`config.mk`:
```
export PLATFORM = sky130hd
export DESIGN_NAME = conv3x3_sobel_filter
export DESIGN_NICKNAME = d
export VERILOG_FILES = /design/src/rtl/conv_pkg.sv /design/src/rtl/conv_abs_clamp.sv /design/src/rtl/conv3x3_sobel_filter.sv
export SDC_FILE = /design/constraint.sdc
export NUM_CORES = 1
export LEC_CHECK = 0
export CORE_ASPECT_RATIO = 1.2
export CORE_MARGIN = 4
export CORE_UTILIZATION = 50
export DETAILED_ROUTE_END_ITERATION = 16
export PLACE_DENSITY = 0.74
export SYNTH_ARGS = -nofsm -noshare
export SYNTH_HDL_FRONTEND = slang
export SYNTH_SLANG_ARGS = --single-unit
```
`constraint.sdc`:
```
create_clock -name iCLK -period 4.8 [get_ports iCLK]
set_clock_uncertainty 0.1 [all_clocks]
set_input_delay 0.48 -clock iCLK [delete_from_list [all_inputs] [get_ports iCLK]]
set_output_delay 0.48 -clock iCLK [all_outputs]
set_load 0.005 [all_outputs]
```
`src/rtl/conv_pkg.sv`:
```
// Shared widths, mode encoding and tap-weighting helper for the 3x3 Sobel filter.
package conv_pkg;

    localparam int unsigned PIX_W  = 12;
    localparam int unsigned SUM_W  = 14;
    localparam int unsigned GRAD_W = 15;

    localparam logic [PIX_W-1:0] PIX_MAX = 12'd4095;

    typedef enum logic [1:0] {
        CONV_PASS,
        CONV_GX,
        CONV_GY,
        CONV_MAG
    } conv_mode_e;

    // a + 2m + b, the 1-2-1 smoothing used on every Sobel edge row/column
    function automatic logic [SUM_W-1:0] tap_sum(
        input logic [PIX_W-1:0] a,
        input logic [PIX_W-1:0] m,
        input logic [PIX_W-1:0] b
    );
        return SUM_W'(a) + (SUM_W'(m) << 1) + SUM_W'(b);
    endfunction

endpackage

```
`src/rtl/conv_abs_clamp.sv`:
```
// Stage-3 combinational reduction: gradient abs, mode select, right shift and
// saturation to the 12-bit pixel range. Passthrough mode skips shift and clamp.
module conv_abs_clamp
    import conv_pkg::*;
#(
    parameter int unsigned OUT_SHIFT = 0
) (
    input  logic signed [GRAD_W-1:0] gx,
    input  logic signed [GRAD_W-1:0] gy,
    input  logic        [PIX_W-1:0]  centre,
    input  logic        [1:0]        mode,
    output logic        [PIX_W-1:0]  pix
);

    logic [SUM_W-1:0]  abs_x;
    logic [SUM_W-1:0]  abs_y;
    logic [GRAD_W-1:0] sel;
    logic [GRAD_W-1:0] shifted;

    always_comb begin
        abs_x = gx[GRAD_W-1] ? SUM_W'(-gx) : SUM_W'(gx);
        abs_y = gy[GRAD_W-1] ? SUM_W'(-gy) : SUM_W'(gy);

        sel = '0;
        unique case (conv_mode_e'(mode))
            CONV_GX:  sel = {1'b0, abs_x};
            CONV_GY:  sel = {1'b0, abs_y};
            CONV_MAG: sel = GRAD_W'(abs_x) + GRAD_W'(abs_y);
            default:  sel = '0;
        endcase

        shifted = sel >> OUT_SHIFT;

        if (conv_mode_e'(mode) == CONV_PASS)
            pix = centre;
        else if (shifted > GRAD_W'(PIX_MAX))
            pix = PIX_MAX;
        else
            pix = shifted[PIX_W-1:0];
    end

endmodule

```
`src/rtl/conv3x3_sobel_filter.sv`:
```
// 3-stage 3x3 Sobel / passthrough filter with window-centre coordinate tracking.
// Optional binarisation of the output pixel when CONV_THRESH_EN is defined.
module conv3x3_sobel_filter
    import conv_pkg::*;
#(
    parameter int unsigned      IMG_W     = 640,
    parameter int unsigned      IMG_H     = 480,
    parameter int unsigned      OUT_SHIFT = 0,
    parameter logic [PIX_W-1:0] THRESH    = 12'd1024
) (
    input  logic             iCLK,
    input  logic             iRST,
    input  logic             iValid,
    input  logic [PIX_W-1:0] w00,
    input  logic [PIX_W-1:0] w01,
    input  logic [PIX_W-1:0] w02,
    input  logic [PIX_W-1:0] w10,
    input  logic [PIX_W-1:0] w11,
    input  logic [PIX_W-1:0] w12,
    input  logic [PIX_W-1:0] w20,
    input  logic [PIX_W-1:0] w21,
    input  logic [PIX_W-1:0] w22,
    input  logic [1:0]       iMode,
    output logic             oDVAL,
    output logic [PIX_W-1:0] oPIXEL,
    output logic [9:0]       oX,
    output logic [9:0]       oY,
    output logic             oEOF
);

    localparam logic [9:0] X_LAST = 10'(IMG_W - 2);
    localparam logic [9:0] Y_LAST = 10'(IMG_H - 2);

    logic             s1_v;
    conv_mode_e       s1_mode;
    logic [PIX_W-1:0] s1_c;
    logic [SUM_W-1:0] s1_l, s1_r, s1_t, s1_b;

    logic                     s2_v;
    conv_mode_e               s2_mode;
    logic        [PIX_W-1:0]  s2_c;
    logic signed [GRAD_W-1:0] s2_gx, s2_gy;

    logic [9:0]       x_cnt, y_cnt;
    logic             at_last;
    logic [PIX_W-1:0] clamp_pix;
    logic [PIX_W-1:0] pix_out;

    conv_abs_clamp #(
        .OUT_SHIFT (OUT_SHIFT)
    ) u_abs_clamp (
        .gx     (s2_gx),
        .gy     (s2_gy),
        .centre (s2_c),
        .mode   (s2_mode),
        .pix    (clamp_pix)
    );

`ifdef CONV_THRESH_EN
    assign pix_out = (clamp_pix >= THRESH) ? PIX_MAX : '0;
`else
    logic unused_thresh;
    assign pix_out       = clamp_pix;
    assign unused_thresh = ^THRESH;
`endif

    assign at_last = (x_cnt == X_LAST) && (y_cnt == Y_LAST);

    always_ff @(posedge iCLK) begin
        if (iRST) begin
            s1_v    <= 1'b0;
            s1_mode <= CONV_PASS;
            s1_c    <= '0;
            s1_l    <= '0;
            s1_r    <= '0;
            s1_t    <= '0;
            s1_b    <= '0;
            s2_v    <= 1'b0;
            s2_mode <= CONV_PASS;
            s2_c    <= '0;
            s2_gx   <= '0;
            s2_gy   <= '0;
            oDVAL   <= 1'b0;
            oPIXEL  <= '0;
            oEOF    <= 1'b0;
        end else begin
            s1_v    <= iValid;
            s1_mode <= conv_mode_e'(iMode);
            s1_c    <= w11;
            s1_l    <= tap_sum(w00, w10, w20);
            s1_r    <= tap_sum(w02, w12, w22);
            s1_t    <= tap_sum(w00, w01, w02);
            s1_b    <= tap_sum(w20, w21, w22);

            s2_v    <= s1_v;
            s2_mode <= s1_mode;
            s2_c    <= s1_c;
            s2_gx   <= $signed({1'b0, s1_r}) - $signed({1'b0, s1_l});
            s2_gy   <= $signed({1'b0, s1_b}) - $signed({1'b0, s1_t});

            oDVAL   <= s2_v;
            oPIXEL  <= pix_out;
            oEOF    <= s2_v && at_last;
        end
    end

    // x_cnt/y_cnt hold the coordinate the next emitted pixel will carry
    always_ff @(posedge iCLK) begin
        if (iRST) begin
            x_cnt <= 10'd1;
            y_cnt <= 10'd1;
            oX    <= 10'd1;
            oY    <= 10'd1;
        end else if (s2_v) begin
            oX <= x_cnt;
            oY <= y_cnt;
            if (x_cnt == X_LAST) begin
                x_cnt <= 10'd1;
                y_cnt <= (y_cnt == Y_LAST) ? 10'd1 : y_cnt + 10'd1;
            end else begin
                x_cnt <= x_cnt + 10'd1;
            end
        end
    end

endmodule

```
==> flow_summary.toml <==
[power_and_ir_drop]
p_leak_nw = 5.23
powerDensity_nw_per_um2 = 488
vdd_ir_drop_max_uv = 281

[layout]
nets = 1502
area_growth_syn_to_layout_pct = 22.2
antenna_cells = 0
nFillCells = 1699
fin_cells = 1516
drive_gt1_share_pct = 4.08
fin_util_pct = 62.2

[grt]
grt_usage_pct = 19.7
grt.overflow.total = 0
grt_pass1_vias = 8022
antenna_found_initial = 0
grt_max_degree = 89
grt_pass1_wl_microns = 37300

[detailed_routing]
drcViolationCount = 0
viasPerCell = 5.24
drt_iter0_drc = 416
met2_length_microns = 11300
wl_met3_microns = 800
dr_total_vias = 7942
avgRoutedWirePerCell_microns = 14.7
wl_microns = 22300
firstDrtPassIters = 7
top_layer = "met4"
antenna_left = 0
drt-met1-wl_microns = 9580

[floorplan]
die_x_microns = 139
start_util_pct = 50.9
fp.dieArea_sq_um = 23000
coreArea_sq_um = 20300
die_h_microns = 165
rows = 57
ios = 147

[status]
status = "completed"

[timing]
hold_viol = 0
slew_headroom_pct = 42.8
slew_violations = 0
rsz0062_at_grt = "false"
finalCritPeriodShare_pct = 82.2
fmax_ghz = 0.253
min_period_ns = 3.95
holdWs_ns = 0.334
fin_tns_setup_ns = 0
finalSetupViolations = 0
worst_pin_slew_ns = 0.859

[yosys]
ys_warn_count = 0
synthCells = 1100
synth_edf_count = 0
async_flop_share_pct = 0
yosysSeqAreaShare_pct = 33.0
yosysUniqueCellTypes = 60
syn_area_per_cell_sq_um = 9.37
ys.flop_type = "dfxtp_1"
synth_area_sq_um = 10300
synth_nets = 1364
synth-seq-cells = 170

[cts]
cts_buffer_depth = 2
cts-resized-gates = 0
ctsHoldBuffers = 0
cts_tree = "yes"
cts_root_buf = "clkbuf_16"
numCtsBuffers = 17
clk_latency_ns = 0.42
clkTransAtPathRegs_ns = 0.07
clkSinkCount = 170
post-cts-setup-buffer-count = 0
htree_num_levels = 4

[flow_run]
cap_violations = 0

[placed_design]
io_buffers = 146
dp_hpwl_microns = 17900
dp_cells = 1484
gp_congestion = 0.883

[setup_path]
worstPathRequired_ns = 4.97
worstPathArrival_ns = 4.12
critPathKind = "reg -> reg"
start_kind = "flop"
endpoint_kind = "flop"
crit_path_max_fanout = 11

[hold_path]
hold_class = "reg -> reg"
-- cell usage after synthesis, drive strengths merged (3+ instances only) --
cell | instances | area share [%]
dfxtp | 170 | 33
xnor2 | 54 | 4.6
o21a | 15 | 1.1
o22ai | 10 | 0.61
o221ai | 6 | 0.51
xor2 | 45 | 3.8
nor2 | 131 | 4.8
a21o | 19 | 1.4
o41ai | 4 | 0.41
ha | 100 | 12
or4 | 8 | 0.66
o31ai | 11 | 0.80
a21oi | 50 | 2.4
or3 | 15 | 0.91
a211oi | 10 | 0.78
or2 | 3 | 0.18
clkbuf | 19 | 0.69
nand4 | 8 | 0.49
and2 | 4 | 0.24
nand3 | 7 | 0.34
nor2b | 58 | 3.5
a211o | 9 | 0.76
and3 | 17 | 1.0
inv | 65 | 2.4
buf | 11 | 0.53
fa | 51 | 9.9
o21ai | 52 | 2.5
nand2b | 10 | 0.61
nand2 | 53 | 1.9
nor3 | 24 | 1.2
o221a | 4 | 0.44
a31oi | 7 | 0.42
mux2i | 22 | 2.1
-- flip-flops by register name, summed over array words and instances (netlist names), 10 cells and up --
signal / flops
oPIXEL: 12
oX: 10
oY: 10
s1_b: 14
s1_c: 12
s1_l: 14
s1_r: 14
s1_t: 14
s2_c: 12
s2_gx: 15
s2_gy: 15
x_cnt: 10
y_cnt: 10
-- report_power, final --
group          leakage (nW)  switching [mW]  internal [mW]
clock network         0.296           0.605          0.788
logic                  3.53            1.60           1.36
registers              1.40           0.164           1.64
-- routing by layer --
metal | global-route usage, % | vias up
met3 | 3.05 | 38
li1 | - | 4071
met5 | 0 | -
met1 | 23.6 | 3628
met4 | 7.47 | 0
met2 | 35.7 | 205
-- worst paths after layout --
kind	slack, ns	to	depth (start not counted)	startpoint
setup / recovery	0.85	oPIXEL[9]$_SDFF_PP0_	12	s2_gy[3]$_SDFF_PP0_
hold / removal	0.33	s2_c[1]$_SDFF_PP0_	1	s1_c[1]$_SDFF_PP0_
setup reg to reg	0.85	oPIXEL[9]$_SDFF_PP0_	12	s2_gy[3]$_SDFF_PP0_
hold reg to reg	0.33	s2_c[1]$_SDFF_PP0_	1	s1_c[1]$_SDFF_PP0_
-- stage by stage --
step                      area [sq um]  setup slack [ns]  power, mW
after global placement           12000             0.921       4.71
after detailed placement         12000             0.858       4.75
after floorplan                  10300              1.18       4.06
after global routing             12600             0.588       6.64
after CTS                        12600             0.857       6.17
final                            12600             0.854       6.15
-- cells by family (layout without fill, tap and decap cells) --
logic type	after synthesis	in the layout	synth area share, %
AND/OR/NAND/NOR	347	347	16.8
AO/OA/AOI/OAI	213	213	13.5
flip-flops	170	170	33.0
adder cells (fa/ha/maj)	151	151	22.0
XOR/XNOR	99	99	8.41
buffers and inverters	95	246	3.59
multiplexers	25	25	2.68
-- cell type report --
| type | count | area, sq um | area share (%) |
|---|---|---|---|
| inverters | 65 | 244 | 1.94 |
| flip-flops and latches | 170 | 3400 | 27.0 |
| well taps | 265 | 332 | 2.63 |
| repair buffers | 149 | 1480 | 11.8 |
| multi-input cells | 835 | 6540 | 51.9 |
| clock buffers | 17 | 425 | 3.38 |
| clock inverters | 15 | 181 | 1.44 |
-- worst max-delay path, stage by stage, from the launching register on --
cell,delay (ns)
dfxtp_1,0.35
or4_4,0.57
or4_1,0.53
o21ai_0,0.24
xnor2_1,0.10
ha_1,0.19
or4_1,0.54
nor2_1,0.10
nand4_1,0.12
a2111oi_0,0.39
o22ai_1,0.14
nand2_1,0.30
o22ai_1,0.14
-- placed cells by master (no fill, tap or decap), types with 5 or more instances in the layout --
master           count
xor2_1              45
clkdlybuf4s50_1    145
a31oi_1              7
nand4_1              8
nor2_1             131
o221ai_1             6
and3_1              17
inv_6                5
xnor2_1             54
nor2b_1             58
inv_1               65
mux2i_1             22
o21ai_0             50
or3_1               15
o21a_1              15
a21oi_1             50
or4_1                6
a211oi_1             9
nand2b_1            10
nand3_1              7
a211o_1              9
dfxtp_1            170
o22ai_1             10
fa_1                51
clkbuf_16           17
ha_1               100
a21o_1              19
nand2_1             53
o31ai_1             11
nor3_1              24
Note: power is estimated with default switching activity, not from simulation.
